`config.mk`:
```
export PLATFORM = sky130hd
export DESIGN_NAME = cache_victim_writeback
export DESIGN_NICKNAME = d
export VERILOG_FILES = /design/src/rtl/cache_victim_writeback.sv
export SDC_FILE = /design/constraint.sdc
export NUM_CORES = 1
export LEC_CHECK = 0
export BUFFER_PORTS_ARGS = -buffer_cell sky130_fd_sc_hd__buf_2
export CAP_MARGIN = 40
export CORE_MARGIN = 8
export CORE_UTILIZATION = 45
export DETAILED_ROUTE_END_ITERATION = 7
export PLACE_DENSITY = 0.74
export SYNTH_ARGS = -nofsm -noshare
export SYNTH_HDL_FRONTEND = slang
export SYNTH_SLANG_ARGS = --single-unit
```
`constraint.sdc`:
```
create_clock -name clk -period 4.2 [get_ports clk]
set_clock_uncertainty 0.2 [all_clocks]
set_input_delay 0.42 -clock clk [delete_from_list [all_inputs] [get_ports clk]]
set_output_delay 0.42 -clock clk [all_outputs]
set_load 0.01 [all_outputs]
```
`src/rtl/cache_victim_writeback.sv`:
```
// Victim writeback buffer: takes one dirty line from the cache controller and drains it to the bus beat by beat.
// Optional refill snoop comparator enabled by defining CACHE_VICTIM_SNOOP_EN.
module cache_victim_writeback #(
    parameter int NUMWAYS = 4,
    parameter int PA_BITS = 56,
    parameter int LINELEN = 256,
    parameter int BEATLEN = 64
) (
    input  logic               clk,
    input  logic               reset,
    input  logic               EvictValid,
    output logic               EvictReady,
    input  logic [PA_BITS-1:0] EvictAdr,
    input  logic [LINELEN-1:0] EvictLine,
    input  logic [NUMWAYS-1:0] EvictWay,
    output logic               BusValid,
    input  logic               BusReady,
    output logic [PA_BITS-1:0] BusAdr,
    output logic [BEATLEN-1:0] BusData,
    output logic               BusLast,
    output logic               Busy,
    output logic [NUMWAYS-1:0] DrainWay,
    input  logic [PA_BITS-1:0] SnoopAdr,
    output logic               SnoopHit
);

    localparam int BEATS   = LINELEN / BEATLEN;
    localparam int CNTW    = $clog2(BEATS);
    localparam int BEATOFF = $clog2(BEATLEN / 8);
    localparam int LINEOFF = $clog2(LINELEN / 8);
    localparam int TAGW    = PA_BITS - LINEOFF;
    localparam logic [CNTW-1:0] LASTCNT = CNTW'(BEATS - 1);

    typedef enum logic [0:0] {
        EMPTY = 1'b0,
        DRAIN = 1'b1
    } state_t;

    state_t             state_r;
    state_t             nextState_s;
    logic [TAGW-1:0]    lineTag_r;
    logic [LINELEN-1:0] line_r;
    logic [NUMWAYS-1:0] way_r;
    logic [CNTW-1:0]    cnt_r;
    logic               accept_s;
    logic               beatDone_s;
    logic               lastBeat_s;
    logic               drain_s;

    function automatic logic [BEATLEN-1:0] selectBeat(
        input logic [LINELEN-1:0] line,
        input logic [CNTW-1:0]    idx
    );
        selectBeat = line[int'(idx)*BEATLEN +: BEATLEN];
    endfunction

    assign drain_s    = (state_r == DRAIN);
    assign lastBeat_s = (cnt_r == LASTCNT);

    // Next-state and handshake decode; accept only when empty, so accept and completion never coincide.
    always_comb begin
        nextState_s = state_r;
        accept_s    = 1'b0;
        beatDone_s  = 1'b0;
        case (state_r)
            EMPTY: begin
                if (EvictValid) begin
                    accept_s    = 1'b1;
                    nextState_s = DRAIN;
                end else begin
                    nextState_s = EMPTY;
                end
            end
            DRAIN: begin
                if (BusReady) begin
                    beatDone_s = 1'b1;
                    if (lastBeat_s) begin
                        nextState_s = EMPTY;
                    end else begin
                        nextState_s = DRAIN;
                    end
                end else begin
                    nextState_s = DRAIN;
                end
            end
            default: begin
                nextState_s = EMPTY;
            end
        endcase
    end

    // State register; reset aborts any drain in progress.
    always_ff @(posedge clk or negedge reset) begin
        if (!reset) begin
            state_r <= EMPTY;
        end else begin
            state_r <= nextState_s;
        end
    end

    // Held line, way and beat counter; counter returns to zero on the last beat instead of wrapping.
    always_ff @(posedge clk or negedge reset) begin
        if (!reset) begin
            lineTag_r <= {TAGW{1'b0}};
            line_r    <= {LINELEN{1'b0}};
            way_r     <= {NUMWAYS{1'b0}};
            cnt_r     <= {CNTW{1'b0}};
        end else if (accept_s) begin
            lineTag_r <= EvictAdr[PA_BITS-1:LINEOFF];
            line_r    <= EvictLine;
            way_r     <= EvictWay;
            cnt_r     <= {CNTW{1'b0}};
        end else if (beatDone_s) begin
            if (lastBeat_s) begin
                cnt_r <= {CNTW{1'b0}};
                way_r <= {NUMWAYS{1'b0}};
            end else begin
                cnt_r <= cnt_r + 1'b1;
            end
        end
    end

    assign EvictReady = ~drain_s;
    assign BusValid   = drain_s;
    assign Busy       = drain_s;
    assign BusLast    = drain_s & lastBeat_s;
    assign BusAdr     = drain_s ? {lineTag_r, cnt_r, {BEATOFF{1'b0}}} : {PA_BITS{1'b0}};
    assign BusData    = drain_s ? selectBeat(line_r, cnt_r) : {BEATLEN{1'b0}};
    assign DrainWay   = drain_s ? way_r : {NUMWAYS{1'b0}};

`ifdef CACHE_VICTIM_SNOOP_EN
    // Only the line tag matters; the offset within the line is irrelevant for a refill conflict.
    assign SnoopHit = drain_s & (SnoopAdr[PA_BITS-1:LINEOFF] == lineTag_r);
    logic unusedAdrBits_s;
    assign unusedAdrBits_s = ^{EvictAdr[LINEOFF-1:0], SnoopAdr[LINEOFF-1:0]};
`else
    assign SnoopHit = 1'b0;
    logic unusedAdrBits_s;
    assign unusedAdrBits_s = ^{EvictAdr[LINEOFF-1:0], SnoopAdr};
`endif

endmodule

```
==> out/qor.txt, run 1 <==
Detail-routed net length per standard cell: 22.3 um
Unique masters post-synth: 25
Number of input and output port buffers inserted: 439
Routability cong.: 0.798
CTS Sinks: 314
Clock tree from TritonCTS: built
Kind of path behind the tightest hold check: in2reg
Cell row count: 68
Worst-case hold path end point: line_r[0]
Die Ht: 201 um
Vias in the first global route: 13.1k
Standard cell area after detailed placement: 17,600 um2
Leakage: 10.6 nW
Number of antenna violations at the first check in global routing: 11
Total grt overflow: 0
Final cell utilization of the core: 63.9%
Sum Neg Setup Slack: 0 ps
Startpoint of the lowest-slack hold path: EvictLine[0]
Horizontal extent of the die: 201 um
Relative area change from synthesis to final layout: 41.3%
Largest driver fanout on the critical path: 31
Area of all sequential standard cells: 7860 um2
Fraction of synthesized cell area taken by the top area cell type: 50.8%
Final net count: 2,083
Number of levels the H-tree was split into: 2
Hold Path Depth: 2
Vias: 11.2k
First-pass GRT wire length: 75.8 mm
Placeable core region: 34,200 um2
Final number of hold-violating endpoints: 0
Final Max Tran Viols: 0
Status: finished, final reports clean
Tightest Pin Transition: 1160 ps
Reported max-cap violation count: 0
Clock network latency to the later pin of the worst-skew pair: 510 ps
Worst setup slack for register-to-register paths: 1490 ps
Peak ir drop on the vdd network: 0.000489 V
Antenna Violating Nets Remaining: 0
Peak clock frequency supported by timing: 326 MHz
HPWL after detailed placement: 28.3 mm
Worst-path clk slew: 60 ps
Worst path arrival time: 2450 ps
Final setup violating endpoints: 0
Synthesized instance count: 974
Flop and latch count out of synthesis: 314
Kind of capture point of the worst setup path: output pin
Area of all placed cells without fillers: 21,900 um2
Largest net degree at the start of global routing: 142
Overall power consumption: 16.2 mW
R2R depth: 5
DRT Wirelength: 48.9 mm
Initial DRC count: 502
Filler cell count: 2,341
Cell types with the largest area share after synthesis: dfrtp_1 (51%), mux2_4 (28%), mux2i_1 (8.4%)
Minimum period implied by the final worst setup slack: 3070 ps
Cell Area, Synth: 15,500 um2
Setup Buffers After CTS: 0
Power per Cell Area: 740 nW/um2
Share of the cycle needed by the critical path after routing: 73.0%
Number of buffers between clock root and the deepest sink: 3
Worst hold slack after final layout: 5.55 ps
Clock root buffer master: clkbuf_16
End of the worst register-to-register path: line_r[19]
Num ports: 505
Effective utilization at floorplan: 45.3%
Type of origin of the critical path: flop
Synthesized area per cell: 15.9 um2
Required time of the critical path: 3580 ps
Number of warnings printed during yosys synthesis: 0
Startpoint-to-endpoint class of the critical path: reg2out
Clock buffers created by TritonCTS: 36
Overall routing resource usage: 23.4%
Slew margin rel.: 22.8%
Startpoint of the most critical register-to-register path: BusValid
Fraction of final layout cells sized beyond drive strength 1: 47.5%
Setup repair after global routing missed its margin: false
Via density per instance: 5.13
Die Area: 40,600 um2
Number of iterations in the first detailed-routing pass: 5
Post-route DRC: 0
Post-synthesis sequential area ratio: 50.8%
Multi-input logic area: 6740 um2
Cell taking the most area after synthesis: dfrtp_1
## repair_timing
item | 4_1_cts | 5_1_grt
hold endpoints to repair | 410 | 0
gates resized for setup | 0 | 0
hold buffers | 311 | 0
## flip-flops by register name (all words and copies together) (netlist names)
register	cells
line_r	256
lineTag_r	51
way_r	4
cnt_r	2
BusValid	1
## layout make-up
type                            instances  area share [%]
Sequential cell                       314            35.9
Multi-Input combinational cell        580            30.8
Timing Repair Buffer                  768            25.4
Clock buffer                           47            4.59
Tap cell                              455            2.60
Clock inverter                         12           0.418
Antenna cell                           10           0.114
Inverter                                6           0.103
## worst max-delay path by stage
stage	from	end	slack, ps
after detailed placement	BusValid	line_r[24]	1580
after floorplan	BusValid	BusData[53]	2310
after global routing	cnt_r[1]	BusData[27]	1070
final	cnt_r[1]	BusData[20]	1130
after CTS	cnt_r[1]	BusData[27]	1150
after global placement	BusValid	line_r[162]	1620
## where the power goes
group          internal (mW)  leakage (nW)  switching (mW)
clock network           1.74         0.551            1.25
registers               4.57          3.77            1.05
logic                   4.25          6.23            3.33
total                   10.6          10.6            5.63
## Yosys cell counts (all sizes together)
cell and count:
buf 66, mux2 307, mux2i 130, and2 53, nor2b 1, a32o 1, inv 6, o22ai 64
clkbuf 11, ha 1, nand2 1, nand2b 1, conb 1, o31ai 4, nand3b 4, dfrtp 314
and3 1, o2bb2ai 1, nor2 7
## logic make-up (layout without fill, tap and decap cells)
kind of cell | count (synthesis) | count (layout) | synth area share [%]
DFF | 314 | 314 | 50.8
buffers and inverters | 83 | 833 | 5.89
other | 1 | 14 | 0.0242
AOI/OAI and AO/OA | 70 | 70 | 2.90
and+or+nand+nor | 68 | 68 | 2.67
adders and majority gates | 1 | 1 | 0.0808
muxes | 437 | 437 | 37.7
## layout by cell type, fill, tap and decap left out, types with 7 or more instances in the layout
| cell type | synthesis | final |
|---|---|---|
| mux2_4 | 286 | 286 |
| dlygate4sd3_1 | 0 | 311 |
| diode_2 | 0 | 10 |
| mux2_2 | 21 | 21 |
| buf_4 | 17 | 10 |
| clkbuf_16 | 0 | 37 |
| clkinv_2 | 0 | 10 |
| buf_12 | 32 | 8 |
| buf_2 | 6 | 438 |
| mux2i_1 | 130 | 130 |
| nor2_1 | 7 | 7 |
| dfrtp_1 | 314 | 313 |
| and2_1 | 53 | 53 |
| o22ai_1 | 64 | 64 |
## through the flow
| stage | worst slack (ps) | instances |
|---|---|---|
| floorplan | 2310 | 977 |
| global placement | 1620 | 1810 |
| detailed placement | 1580 | 1812 |
| CTS | 1150 | 2182 |
| global route | 1070 | 2192 |
| finish | 1130 | 2192 |
## routing by layer
metal / part of all wire [%] / wire (um) / global-route usage, %
met5: 0.020 / 10 / 0
met4: 4.9 / 2410 / 12.3
met3: 6.0 / 2940 / 5.37
met2: 50 / 24500 / 39.6
met1: 39 / 19100 / 27.4
## critical path, stage by stage, from the launching register on
cell and delay (ps):
dfrtp_4 790, buf_4 470, mux2i_1 320, o22ai_1 140
buf_2 160
(Power assumes the default switching activity.)
==> inputs of run 2 (changes only) <==
--- a/config.mk
+++ b/config.mk
@@ -10,7 +10,7 @@
 export CORE_MARGIN = 8
 export CORE_UTILIZATION = 45
 export DETAILED_ROUTE_END_ITERATION = 7
-export PLACE_DENSITY = 0.74
+export PLACE_DENSITY = 0.77
 export SYNTH_ARGS = -nofsm -noshare
 export SYNTH_HDL_FRONTEND = slang
 export SYNTH_SLANG_ARGS = --single-unit
==> constraint.sdc (replaced) <==
create_clock -name clk -period 2.8 [get_ports clk]
set_clock_uncertainty 0.2 [all_clocks]
set_input_delay 0.28 -clock clk [delete_from_list [all_inputs] [get_ports clk]]
set_output_delay 0.28 -clock clk [all_outputs]
set_load 0.01 [all_outputs]
==> run 2 against run 1 <==
Compared with the run above:
- flip-flop and latch count did not move
- combinational power rose by 54%
- global-route usage rose by 1.2 points
- non-clock buffer count rose by 16
- via count rose by 2.0%
- clock-buffer cell count fell by 3
- hold slack improved by 94 ps
- final area rose by 1.6%
- clock power rose by 67%
- sequential share of layout area fell by 0.57 points
- largest power group unchanged
==> out/qor.txt, run 2 (synthesis results as in run 1) <==
Worst-path clk slew: 60 ps
Overall routing resource usage: 24.5%
Max FFs per register: 256
Leakage: 10.7 nW
Library cell contributing the largest single delay on the critical path: dfrtp_4
First-pass GRT wire length: 79.0 mm
Effective utilization at floorplan: 45.3%
Placeable core region: 34,200 um2
Final setup violating endpoints: 0
Final net count: 2,099
Status: finished, final reports clean
Number of input and output port buffers inserted: 439
Fraction of final layout cells sized beyond drive strength 1: 47.8%
Detail-routed net length per standard cell: 23.4 um
CTS Sinks: 314
Post-route DRC: 0
Tightest Pin Transition: 572 ps
Clock network power share: 19.9%
Max incr delay on CP: 520 ps
Startpoint of the most critical register-to-register path: BusValid
Number of buffers between clock root and the deepest sink: 3
Area of all placed cells without fillers: 22,200 um2
Slew margin rel.: 61.9%
Clock root buffer master: clkbuf_16
Total grt overflow: 0
HPWL after detailed placement: 28.6 mm
Clock network latency to the later pin of the worst-skew pair: 520 ps
Kind of path behind the tightest hold check: in2async
Final number of hold-violating endpoints: 0
Number of antenna violations at the first check in global routing: 14
Critical path capture point: BusData[60]
Die Ht: 201 um
Worst-path cell chain: buf_12, mux2i_1, o22ai_1, buf_2
Peak clock frequency supported by timing: 370 MHz
Routability cong.: 0.800
Antenna Violating Nets Remaining: 0
Register bank with the most flops: line_r
Most frequent cells in the layout: buf_2 (438), dlygate4sd3_1 (318), dfrtp_1 (313), mux2_4 (286), mux2i_1 (130)
Via density per instance: 5.18
Type of origin of the critical path: flop
Reported max-cap violation count: 0
Switching power as a share of total power: 34.7%
Count of cell instances traversed by the critical path: 4
Startpoint of the worst setup timing path: cnt_r[1]
Setup Buffers After CTS: 0
Cell row count: 68
Startpoint-to-endpoint class of the critical path: reg2out
Top Family by Delay on Critical Path: flip-flops
Share of the cycle needed by the critical path after routing: 96.5%
Initial DRC count: 491
Combinational power share: 46.5%
Vias: 11.5k
Most common cell after layout, fill and taps aside: buf_2
Worst hold slack after final layout: 99.5 ps
Final cell utilization of the core: 65.0%
Relative area change from synthesis to final layout: 43.6%
Power per Cell Area: 1130 nW/um2
Clock tree from TritonCTS: built
Horizontal extent of the die: 201 um
Kind of capture point of the worst setup path: output pin
Power dissipated by switching net loads: 8.71 mW
DRT Wirelength: 51.7 mm
Num ports: 505
Number of iterations in the first detailed-routing pass: 4
Sum of buffers and inverters on the critical path: 2
Internal power summed over all cells: 16.4 mW
Largest net degree at the start of global routing: 72
Biggest regs: line_r: 256 flops, lineTag_r: 51 flops, way_r: 4 flops
Worst path arrival time: 2220 ps
Clock buffers created by TritonCTS: 36
Worst setup slack for register-to-register paths: 670 ps
Die Area: 40,600 um2
End of the worst register-to-register path: way_r[0]
Filler cell count: 2,280
Peak ir drop on the vdd network: 0.000709 V
Reg power frac: 33.6%
Final Max Tran Viols: 0
Vias in the first global route: 13.6k
Largest driver fanout on the critical path: 60
Standard cell area after detailed placement: 17,800 um2
R2R depth: 4
Number of levels the H-tree was split into: 2
Minimum period implied by the final worst setup slack: 2700 ps
Required time of the critical path: 2320 ps
-- run 2: through the flow --
| stage | setup WS [ps] | instances | total power, mW | setup TNS [ps] |
|---|---|---|---|---|
| after floorplan | 1030 | 977 | 15.9 | 0 |
| after global placement | 650 | 1821 | 18.8 | 0 |
| after detailed placement | 641 | 1821 | 19.1 | 0 |
| after CTS | 72.2 | 2198 | 24.5 | 0 |
| after global routing | -2.43 | 2212 | 26.2 | -2.43 |
| final | 97.8 | 2212 | 25.1 | 0 |
-- run 2: cell type report --
cell class,count,area [um2],share of cell area (%)
diodes,14,35.0,0.158
clock buffers,44,1000,4.51
clock inverters,15,229,1.03
inverters,6,22.5,0.101
multi-input cells,580,6740,30.3
flip-flops and latches,314,7860,35.4
well taps,455,569,2.56
repair buffers,784,5770,26.0
-- run 2: what timing repair did --
| item | 4_1_cts | 5_1_grt |
|---|---|---|
| setup endpoints to repair | 0 | 0 |
| hold buffers | 318 | 0 |
| resized for setup | 0 | 0 |
| hold endpoints to repair | 431 | 0 |
-- run 2: metal layers --
metal  vias up  track usage (%)  share of wire [%]
met2       540             41.5                 50
met5         -                0                  0
li1       4996                -                  -
met1      5719             28.0                 38
met4         0             13.6                5.4
met3       201             6.48                6.0
-- run 2: how the worst min path moves through the flow --
stage / from / to / cells after the start
3_3_place_gp: reset / line_r[166] / 1
6_report: reset / line_r[230] / 2
2_1_floorplan: reset / BusValid / 0
4_1_cts: reset / line_r[230] / 2
5_1_grt: reset / line_r[230] / 2
3_5_place_dp: reset / line_r[230] / 1
-- run 2: power by group through the flow --
stage                     Sequential (mW)  Clock (mW)  Combinational [mW]
after CTS                            8.20        5.03                11.3
final                                8.41        5.00                11.7
after detailed placement             8.23           0                10.9
after global placement               8.07           0                10.7
after global routing                 8.62        5.23                12.3
after floorplan                      7.74           0                8.12
==> inputs of run 3 (changes only) <==
--- a/config.mk
+++ b/config.mk
@@ -5,10 +5,13 @@
 export SDC_FILE = /design/constraint.sdc
 export NUM_CORES = 1
 export LEC_CHECK = 0
+export ABC_CLOCK_PERIOD_IN_PS = 2800
 export BUFFER_PORTS_ARGS = -buffer_cell sky130_fd_sc_hd__buf_2
 export CAP_MARGIN = 40
 export CORE_MARGIN = 8
 export CORE_UTILIZATION = 45
+export CTS_BUF_LIST = sky130_fd_sc_hd__clkbuf_4 sky130_fd_sc_hd__clkbuf_8 sky130_fd_sc_hd__clkbuf_16
+export CTS_CLUSTER_SIZE = 25
 export DETAILED_ROUTE_END_ITERATION = 7
 export PLACE_DENSITY = 0.77
 export SYNTH_ARGS = -nofsm -noshare
==> run 3 against run 2 <==
Compared with the run above:
- hold slack lost 2.1 ps
- critical path depth is the same
- flip-flop and latch count is the same
- non-clock buffer count is the same
- critical endpoint is now DrainWay[1]
- largest cell class unchanged
==> out/qor.txt, run 3 (synthesis results as in run 1) <==
HPWL after detailed placement: 28.6 mm
Reg power frac: 33.5%
Final cell utilization of the core: 65.0%
Final Max Tran Viols: 0
Clock network power share: 20.0%
Effective utilization at floorplan: 45.3%
Peak clock frequency supported by timing: 372 MHz
Type of origin of the critical path: flop
Clock buffers created by TritonCTS: 36
Vias: 11.5k
Final net count: 2,099
Cell row count: 68
Worst-path clk slew: 60 ps
Peak ir drop on the vdd network: 0.000712 V
Worst-path cell chain: buf_4, inv_1, nor2_1, buf_2
Library cell contributing the largest single delay on the critical path: buf_4
Clock network latency to the later pin of the worst-skew pair: 510 ps
Clock tree from TritonCTS: built
Register bank with the most flops: line_r
Most frequent cells in the layout: buf_2 (438), dlygate4sd3_1 (318), dfrtp_1 (313), mux2_4 (286), mux2i_1 (130)
Switching power as a share of total power: 34.7%
Largest net degree at the start of global routing: 72
Tightest Pin Transition: 571 ps
Internal power summed over all cells: 16.4 mW
Top Family by Delay on Critical Path: buffers and inverters
Horizontal extent of the die: 201 um
Clock root buffer master: clkbuf_16
Kind of path behind the tightest hold check: in2async
Antenna Violating Nets Remaining: 0
Final setup violating endpoints: 0
Max FFs per register: 256
Sum of buffers and inverters on the critical path: 3
CTS Sinks: 314
Leakage: 10.7 nW
Startpoint-to-endpoint class of the critical path: reg2out
Slew margin rel.: 61.9%
Total grt overflow: 0
Overall routing resource usage: 24.5%
Initial DRC count: 510
Post-route DRC: 0
Required time of the critical path: 2320 ps
Max incr delay on CP: 490 ps
Cell Count, Final, Fillers Out: 2,212
DRT Wirelength: 51.6 mm
Filler cell count: 2,276
Overall power consumption: 25.1 mW
Die Ht: 201 um
Number of buffers between clock root and the deepest sink: 3
Placeable core region: 34,200 um2
Die Area: 40,600 um2
Combinational power share: 46.4%
Largest driver fanout on the critical path: 64
Power per Cell Area: 1130 nW/um2
Minimum period implied by the final worst setup slack: 2690 ps
Final number of hold-violating endpoints: 0
Biggest regs: line_r: 256 flops, lineTag_r: 51 flops, way_r: 4 flops
Worst path arrival time: 2210 ps
Routability cong.: 0.800
Kind of capture point of the worst setup path: output pin
Number of iterations in the first detailed-routing pass: 5
Number of input and output port buffers inserted: 439
Number of antenna violations at the first check in global routing: 14
Reported max-cap violation count: 0
DP Cell Count: 1,821
Relative area change from synthesis to final layout: 43.6%
Via density per instance: 5.21
DP Worst Slack: 641 ps
Detail-routed net length per standard cell: 23.3 um
Status: finished, final reports clean
First-pass GRT wire length: 79.0 mm
Most common cell after layout, fill and taps aside: buf_2
Num ports: 505
Vias in the first global route: 13.6k
Worst path setup slack after routing: 114 ps
Number of levels the H-tree was split into: 2
Power dissipated by switching net loads: 8.71 mW
Share of the cycle needed by the critical path after routing: 95.9%
Fraction of final layout cells sized beyond drive strength 1: 48.0%
run 3: layer usage:
metal | global-route usage (%) | vias up | part of all wire, %
met4 | 13.6 | 0 | 5.5
met3 | 6.45 | 198 | 6.1
li1 | - | 4992 | -
met5 | 0 | - | 0
met1 | 28.0 | 5764 | 39
met2 | 41.5 | 562 | 50
run 3: repair_timing:
item	4_1_cts	5_1_grt
resized for setup	0	0
setup buffers	0	0
endpoints found under the hold margin	431	0
hold buffers	318	0
run 3: layout make-up:
type / count / area (um2) / share of cell area, %
tap: 455 / 569 / 2.56
clock buffer: 44 / 1010 / 4.54
clock inverter: 15 / 229 / 1.03
inverter: 6 / 22.5 / 0.101
antenna: 14 / 35.0 / 0.158
sequential: 314 / 7860 / 35.4
timing repair buffer: 784 / 5770 / 25.9
multi-input combinational: 580 / 6740 / 30.3
run 3: per-stage QoR:
stage / instance area (um2) / hold slack, ps / TNS [ps]
finish: 22200 / 97.4 / 0
global route: 22200 / 143 / -2.43
floorplan: 15500 / -216 / 0
global placement: 17800 / 79.7 / 0
CTS: 22200 / 126 / 0
detailed placement: 17800 / 83.6 / 0
run 3: power groups by stage:
stage                     Clock, mW  Sequential, mW  Combinational, mW
after floorplan                   0            7.74               8.12
after global placement            0            8.07               10.7
after detailed placement          0            8.23               10.9
after CTS                      5.05            8.20               11.3
after global routing           5.25            8.62               12.3
final                          5.02            8.41               11.7
run 3: path summary, 6_finish.rpt:
check                                     to         start  slack (ps)  depth (start not counted)
worst max-delay path             DrainWay[1]      BusValid         110                          4
worst min-delay path             line_r[166]         reset         100                          2
worst max register to register      way_r[0]      BusValid         680                          4
worst min register to register  lineTag_r[4]  lineTag_r[4]         300                          1
max in group asynchronous        line_r[112]         reset        1460                          3
min in group clk                lineTag_r[4]  lineTag_r[4]         300                          1
